**config.mk**
```make
export PLATFORM = sky130hd
export DESIGN_NAME = sprite_pixel_fetch_flat
export DESIGN_NICKNAME = d
export VERILOG_FILES = /design/src/rtl/sprite_pkg.sv /design/src/rtl/sprite_pixel_fetch_if.sv /design/src/rtl/sprite_anim_timer.sv /design/src/rtl/sprite_pixel_fetch.sv /design/src/flat_wrapper.sv
export SDC_FILE = /design/constraint.sdc
export NUM_CORES = 1
export LEC_CHECK = 0
export BUFFER_PORTS_ARGS = -buffer_cell sky130_fd_sc_hd__buf_2
export CORE_MARGIN = 2
export CORE_UTILIZATION = 55
export DETAILED_ROUTE_END_ITERATION = 16
export GPL_TIMING_DRIVEN = 0
export PLACE_DENSITY = 0.81
export SYNTH_ARGS = -nofsm -noshare
export SYNTH_HDL_FRONTEND = slang
export SYNTH_SLANG_ARGS = --single-unit
```
**constraint.sdc**
```tcl
create_clock -name vga_clk -period 3.4 [get_ports vga_clk]
set_clock_uncertainty 0.2 [all_clocks]
set_input_delay 0.51 -clock vga_clk [delete_from_list [all_inputs] [get_ports vga_clk]]
set_output_delay 0.51 -clock vga_clk [all_outputs]
set_load 0.05 [all_outputs]
```
**src/rtl/sprite_pkg.sv**
```systemverilog
// Shared constants and types for the sprite pixel path.
package sprite_pkg;
  localparam int H_ACTIVE = 640;
  localparam int V_ACTIVE = 480;
  localparam logic [3:0] TRANSPARENT_IDX = 4'h1;

  typedef logic [9:0] coord_t;
endpackage

```
**src/rtl/sprite_pixel_fetch_if.sv**
```systemverilog
// Sprite ROM read bus: address out from the fetch stage, data back one cycle later.
interface sprite_pixel_fetch_if #(
  parameter int AW = 11
);
  logic [AW-1:0] rom_addr;
  logic [3:0]    rom_q;

  modport master (output rom_addr, input rom_q);
  modport slave  (input rom_addr, output rom_q);
endinterface

```
**src/rtl/sprite_anim_timer.sv**
```systemverilog
// Detects the vs falling edge and advances the animation frame every FRAME_TICKS edges.
module sprite_anim_timer #(
  parameter int FRAMES      = 2,
  parameter int FRAME_TICKS = 8,
  localparam int FW = (FRAMES > 1) ? $clog2(FRAMES) : 1,
  localparam int TW = (FRAME_TICKS > 1) ? $clog2(FRAME_TICKS) : 1
) (
  input  logic          vga_clk,
  input  logic          reset_n,
  input  logic          vs,
  input  logic          anim_en,
  output logic          frame_pulse,
  output logic [FW-1:0] anim_frame
);
  logic          vs_d;
  logic [TW-1:0] tick;

  // vs_d clears in reset, so an edge that lands during reset is lost
  assign frame_pulse = vs_d & ~vs;

  always_ff @(posedge vga_clk) begin
    if (!reset_n) begin
      vs_d       <= 1'b0;
      tick       <= '0;
      anim_frame <= '0;
    end else begin
      vs_d <= vs;
      if (frame_pulse && anim_en) begin
        if (tick == TW'(FRAME_TICKS - 1)) begin
          tick       <= '0;
          anim_frame <= (anim_frame == FW'(FRAMES - 1)) ? '0 : anim_frame + FW'(1);
        end else begin
          tick <= tick + TW'(1);
        end
      end
    end
  end
endmodule

```
**src/rtl/sprite_pixel_fetch.sv**
```systemverilog
// Sprite fetch: hit test and ROM address, then the ROM read, then the colour index and
// opaque flag, giving a fixed 3-cycle latency from DrawX/DrawY to pix_index/pix_on.
module sprite_pixel_fetch
  import sprite_pkg::*;
#(
  parameter int SPR_W       = 32,
  parameter int SPR_H       = 32,
  parameter int FRAMES      = 2,
  parameter int FRAME_TICKS = 8,
  parameter int AW          = $clog2(FRAMES * SPR_W * SPR_H),
  localparam int FW = (FRAMES > 1) ? $clog2(FRAMES) : 1
) (
  input  logic                  vga_clk,
  input  logic                  reset_n,
  input  coord_t                DrawX,
  input  coord_t                DrawY,
  input  logic                  blank,
  input  logic                  vs,
  input  coord_t                pos_x,
  input  coord_t                pos_y,
  input  logic                  anim_en,
  sprite_pixel_fetch_if.master  rom,
  output logic [3:0]            pix_index,
  output logic                  pix_on,
  output logic [FW-1:0]         anim_frame
);
  logic       frame_pulse;
  coord_t     act_x, act_y;
  logic       hit, hit_d1, hit_d2;
  logic [10:0] x11, y11, ax11, ay11, dx, dy;

  sprite_anim_timer #(
    .FRAMES      (FRAMES),
    .FRAME_TICKS (FRAME_TICKS)
  ) u_timer (
    .vga_clk     (vga_clk),
    .reset_n     (reset_n),
    .vs          (vs),
    .anim_en     (anim_en),
    .frame_pulse (frame_pulse),
    .anim_frame  (anim_frame)
  );

  // 11-bit compares keep a sprite near the right/bottom edge from wrapping to 0
  assign x11  = {1'b0, DrawX};
  assign y11  = {1'b0, DrawY};
  assign ax11 = {1'b0, act_x};
  assign ay11 = {1'b0, act_y};
  assign dx   = x11 - ax11;
  assign dy   = y11 - ay11;
  assign hit  = blank
              & (x11 >= ax11) & (x11 < ax11 + 11'(SPR_W))
              & (y11 >= ay11) & (y11 < ay11 + 11'(SPR_H));

  always_ff @(posedge vga_clk) begin
    if (!reset_n) begin
      act_x        <= '0;
      act_y        <= '0;
      hit_d1       <= 1'b0;
      hit_d2       <= 1'b0;
      rom.rom_addr <= '0;
      pix_index    <= '0;
      pix_on       <= 1'b0;
    end else begin
      if (frame_pulse) begin
        act_x <= pos_x;
        act_y <= pos_y;
      end
      hit_d1       <= hit;
      hit_d2       <= hit_d1;
      rom.rom_addr <= hit ? AW'(32'(anim_frame) * SPR_W * SPR_H + 32'(dy) * SPR_W + 32'(dx))
                          : '0;
      pix_index    <= hit_d2 ? rom.rom_q : 4'h0;
      pix_on       <= hit_d2 && (rom.rom_q != TRANSPARENT_IDX);
    end
  end
endmodule
```
**src/flat_wrapper.sv**
```systemverilog
// flat-port wrapper written by rule: the top's interface ports become plain ports
module sprite_pixel_fetch_flat import sprite_pkg::*;
#(
  parameter int SPR_W       = 32,
  parameter int SPR_H       = 32,
  parameter int FRAMES      = 2,
  parameter int FRAME_TICKS = 8,
  parameter int AW          = $clog2(FRAMES * SPR_W * SPR_H),
  localparam int FW = (FRAMES > 1) ? $clog2(FRAMES) : 1
)
  (vga_clk, reset_n, DrawX, DrawY, blank, vs, pos_x, pos_y, anim_en, pix_index, pix_on, anim_frame, rom_rom_addr, rom_rom_q);
  sprite_pixel_fetch_if #(.AW(AW)) rom_i ();
  input  logic vga_clk;
  input  logic reset_n;
  input  coord_t DrawX;
  input  coord_t DrawY;
  input  logic blank;
  input  logic vs;
  input  coord_t pos_x;
  input  coord_t pos_y;
  input  logic anim_en;
  output logic [3:0] pix_index;
  output logic pix_on;
  output logic [FW-1:0] anim_frame;
  output wire logic [$bits(rom_i.rom_addr)-1:0] rom_rom_addr;
  input wire logic [$bits(rom_i.rom_q)-1:0] rom_rom_q;
  assign rom_rom_addr = rom_i.rom_addr;
  assign rom_i.rom_q = rom_rom_q;
  sprite_pixel_fetch #(.SPR_W(SPR_W), .SPR_H(SPR_H), .FRAMES(FRAMES), .FRAME_TICKS(FRAME_TICKS), .AW(AW)) u_core (.vga_clk(vga_clk), .reset_n(reset_n), .DrawX(DrawX), .DrawY(DrawY), .blank(blank), .vs(vs), .pos_x(pos_x), .pos_y(pos_y), .anim_en(anim_en), .rom(rom_i), .pix_index(pix_index), .pix_on(pix_on), .anim_frame(anim_frame));
endmodule
```
; ---- Word-level counts from Yosys, hierarchy flattened
; Index checks and enable logic that the tools add are counted.
[word_totals]
ff_bits = 43
latchBits = 0
ram_bits = 0
rom_bits = 0
inputBits = 49
output_inout_bits = 17
wordCells = 37
n_memories = 0
[classes]
addsub = 8
mul = 0
div = 0
order_cmp = 4
n_eq_ne = 2
shift = 0
mux = 2
bitwise_logic = 6
n_reduce_logical = 5
[op_table]
columns = op, n
row1 = $add A10 B6 Y11 const B, 2
row2 = $add A11 B11 Y11, 2
row3 = $lt A10 B11 Y1, 2
row4 = $ge A10 B10 Y1, 2
row5 = $sub A10 B10 Y11, 1
row6 = $reduce_and A2 Y1, 3
row7 = $sub A6 B6 Y6, 1
row8 = $and A1 B1 Y1, 5
row9 = $ne A4 B1 Y1 const B, 1
row10 = $add A3 B1 Y3 const B, 1
row11 = $eq A3 B3 Y1 const B, 1
row12 = $mux W3, 1
row13 = $logic_and A1 B1 Y1, 2
row14 = $add A1 B1 Y1 const B, 1
row15 = $mux W1, 1
row16 = $not A1 Y1, 1

; ---- Depth between registers and ports, before layout
[depth]
depth_word = 6
mapped_depth = 13
depth_no_buf = 13

; ---- By module
; From an unflattened synthesis, not the netlist that was laid out.
[hier_totals]
cells_unflattened = 320
area_unflattened_um2 = 3060.4
[by_module_without_submodules]
columns = mod, n_inst, cells_each, area_per_inst_um2, seq_area_each_um2
row1 = sprite_pixel_fetch, 1, 295, 2812.7, 760.7
row2 = sprite_anim_timer, 1, 25, 247.7, 100.1

; ---- Least setup slack after synthesis
; Ideal clock, no wire load.
[synth_timing]
kind = input to register
start = input DrawY[0]
end = register u_core.rom.rom_addr[10]
setup_time_ns = 0.115
arrival_time_ns = 2.845
t_required_ns = 3.085
setup_slack_ns = 0.240
stages = 12
path_buffers = 0
path_cell_list = inv_1 ha_1 fa_1 xor2_1 fa_1 inv_1 ha_1 or2_2 o311ai_1 o21ai_1 xnor2_1 nor2_2
[synth_via]
elab_chain_len = 4
word_cells_on_any_way = 8
cone_classes = add/sub (3) / order compare (2) / bitwise (2) / reduce/logical (1)
[synth_lines]
columns = item, line_no
row1 = from (decl), flat_wrapper.sv:16  ; input coord_t DrawY;
row2 = branches (longest 4 deep; another with $add A11 B11 Y11), -
row3 = to (signal assigned), sprite_pixel_fetch.sv:71  ; rom.rom_addr <= hit ? AW'(32'(anim_frame) * SPR_W * SPR_H + 32'(dy) * SPR_W + 32'(dx))
row4 = to (decl), sprite_pixel_fetch_if.sv:8  ; modport master (output rom_addr, input rom_q);
; Parallel ways; which one is timed is not known.
; A chain may end at the register's enable or synchronous reset.

; ---- Worst setup path in the final report
; Same ends and word-level chain as after synthesis.

==> metrics.yaml <==
vdd_drop_max_v: 0.000156
synth_top_area_share_pct: 28.5
cp.required_ns: 3.39
max_slew_margin_pct: 68.5
antenna_found_initial: 0
power.density_nw_per_um2: 347
std_cell_rows: 27
avgRoutedWirePerCell_um: 12.7
critical_path.top_delay_family: "adder cells"
synth_fp_nets: 439
critPathLaunchType: "input pin"
synth.area.top_cells: "dfxtp_1 (28%), ha_1 (18%), fa_1 (7.3%)"
fin_nets: 511
wirelength_mm: 6.11
endpoint_kind: "flip-flop"
grt_max_degree: 13
crit_slowest_cell: "fa_1"
synth_flop_cell: "dfxtp_1"
drc_errors: 0
numCtsBuffers: 5
rsz0062_at_grt: "false"
numPortBuffers: 65
drv_cap: 0
vias: 2492
synth_top_area_cell: "dfxtp_1"
diodes: 0
ys_warn_count: 0
r2r_start: "u_core.act_y[0]"
hold_class: "input pin to flip-flop"
cts_tree: "yes"
postRouteAntennaNets: 0
grt_pass1_vias: 2399
syn_avg_cell_area_um2: 9.00
hold_path_startpoint: "vs"
holdWs_ns: 0.240
htree_levels: 2
arrival_ns: 3.12
first_pass_iters: 4
instances_no_fill: 480
core-area_um2: 5410
synthTopCellsByCount: "nand2_1 (48), dfxtp_1 (43), ha_1 (43)"
report.final.slew_viol_count: 0
initial_core_util_pct: 56.0
num_io_pins: 66
max_stage_delay_ns: 0.46
leakage_nw: 1.57
hold_end: "u_core.u_timer.vs_d"
crit_chain: "buf_2 > inv_1 > ha_1 > fa_1 > nand2b_1 > a21oi_1 > xor2_1 > fa_1 > ha_1 > a21oi_1 > o21ai_1 > xnor2_1 > nor2_2"
fin_crit_sh_pct: 92.1
ys_ff_latch: 43
grt_first_pass_wirelength_mm: 10.5
setup_viol: 0
clkTransAtPathRegs_ns: 0.08
syn_inst: 336
yosysMostFrequentCell: "nand2_1"
place_congestion: 0.869
cts_sinks: 43
syn_area_um2: 3030
place_hpwl_mm: 5.18
fin_crit_ns: 3.13
async_reset_ff_share_pct: 0
via_per_inst: 5.19
r2r_cells: 11
hold_violations: 0
worst_hold_path.num_cells: 2
max_clock_freq_mhz: 319
cts_root_buf: "clkbuf_8"
drive_gt1_share_pct: 23.0
clkLatencyLatePin_ns: 0.29
synth_edf_count: 0
syn_to_final_growth_pct: 16.6
cts_setup_buffers: 0
fp.dieW_um: 78.2
setup-tns-final_ns: 0
holdBufCountCts: 0
cts.repair.resized: 0
grt.total_usage_pct: 21.5
dp_cells: 473
clk_path_buf_depth: 2
gr-total-overflow: 0
r2r_slack_ns: 0.31
status: "finished clean"
worstReg2RegEnd: "u_core.rom.rom_addr[10]"
synth_cell_types: 52
die_y_um: 78.2
worstMarginPinSlew_ns: 0.472
seq_area_frac_synth_pct: 28.5
cp_max_fo: 3
drtIter0Drc: 89
dieArea_um2: 6110
critPathBufInv: 2
critPathKind: "input pin to flip-flop"
## power by group
| part | leakage (nW) | switching (W) | total [W] | internal (W) |
|---|---|---|---|---|
| Sequential | 0.348 | 0.00000853 | 0.000523 | 0.000515 |
| Combinational | 1.18 | 0.000206 | 0.000378 | 0.000173 |
| Clock | 0.0470 | 0.000163 | 0.000322 | 0.000159 |
## final cells by class
class,instances,area [um2]
multi-input cells,245,1980
fillers,458,1880
flip-flops and latches,43,861
repair buffers,65,325
inverters,39,146
well taps,72,90.1
clock buffers,6,82.6
plain buffers,9,41.3
clock inverters,1,5.00
## how the worst max path moves through the flow
stage | end | startpoint | depth (start not counted) | slack (ns)
3_3_place_gp | u_core.rom.rom_addr[10] | DrawY[0] | 14 | -0.03
2_1_floorplan | u_core.rom.rom_addr[10] | DrawY[0] | 12 | 0.24
4_1_cts | u_core.rom.rom_addr[10] | DrawY[0] | 13 | 0.27
6_report | u_core.rom.rom_addr[10] | DrawY[0] | 13 | 0.27
3_5_place_dp | u_core.rom.rom_addr[10] | DrawY[0] | 14 | -0.03
5_1_grt | u_core.rom.rom_addr[10] | DrawY[0] | 14 | 0.08
## routing by layer
metal	up-vias	global-route usage, %	part of all wire [%]
li1	1281	-	-
met1	1142	25.9	43
met2	59	39.1	50
met3	10	4.14	5.1
met4	0	5.79	1.6
met5	-	0	0
## placed cells by master, fill, tap and decap left out, types with 6 or more instances in the layout
master | synthesis | layout
clkbuf_1 | 8 | 8
nand2_1 | 48 | 48
nand3_1 | 10 | 10
nor2_1 | 6 | 6
clkbuf_8 | 0 | 6
fa_1 | 11 | 11
xnor2_1 | 16 | 16
buf_2 | 0 | 65
dfxtp_1 | 43 | 43
ha_1 | 43 | 43
a21oi_1 | 11 | 11
a21boi_0 | 22 | 22
nor2_2 | 9 | 9
inv_1 | 36 | 36
## sequential cells by signal, summed over array words and instances (netlist names)
signal                     cells
u_core.u_timer.vs_d            1
u_core.hit_d2                  1
u_core.u_timer.tick            3
u_core.hit_d1                  1
u_core.pix_index               4
u_core.act_y                  10
u_core.u_timer.anim_frame      1
u_core.rom.rom_addr           11
u_core.pix_on                  1
u_core.act_x                  10
## per-stage QoR
step,worst slack [ns],area [um2],total power [W],util (%)
after global routing,0.0813,3530,0.00131,65.3
after detailed placement,-0.0330,3440,0.000912,63.7
final,0.270,3530,0.00122,65.3
after global placement,-0.0259,3440,0.000898,63.7
after floorplan,0.240,3030,0.000817,-
after CTS,0.270,3530,0.00123,65.3
## cells by family (layout without fill, tap and decap cells)
group                    count (synthesis)  after routing  share of synthesized area (%)
AO/OA/AOI/OAI                           69             69                           17.6
adder cells (fa/ha/maj)                 54             54                           25.1
XOR/XNOR                                19             19                           5.50
AND/OR/NAND/NOR                        103            103                           17.2
flip-flops                              43             43                           28.5
buffers and inverters                   48            120                           6.20
(Power assumes the default switching activity.)
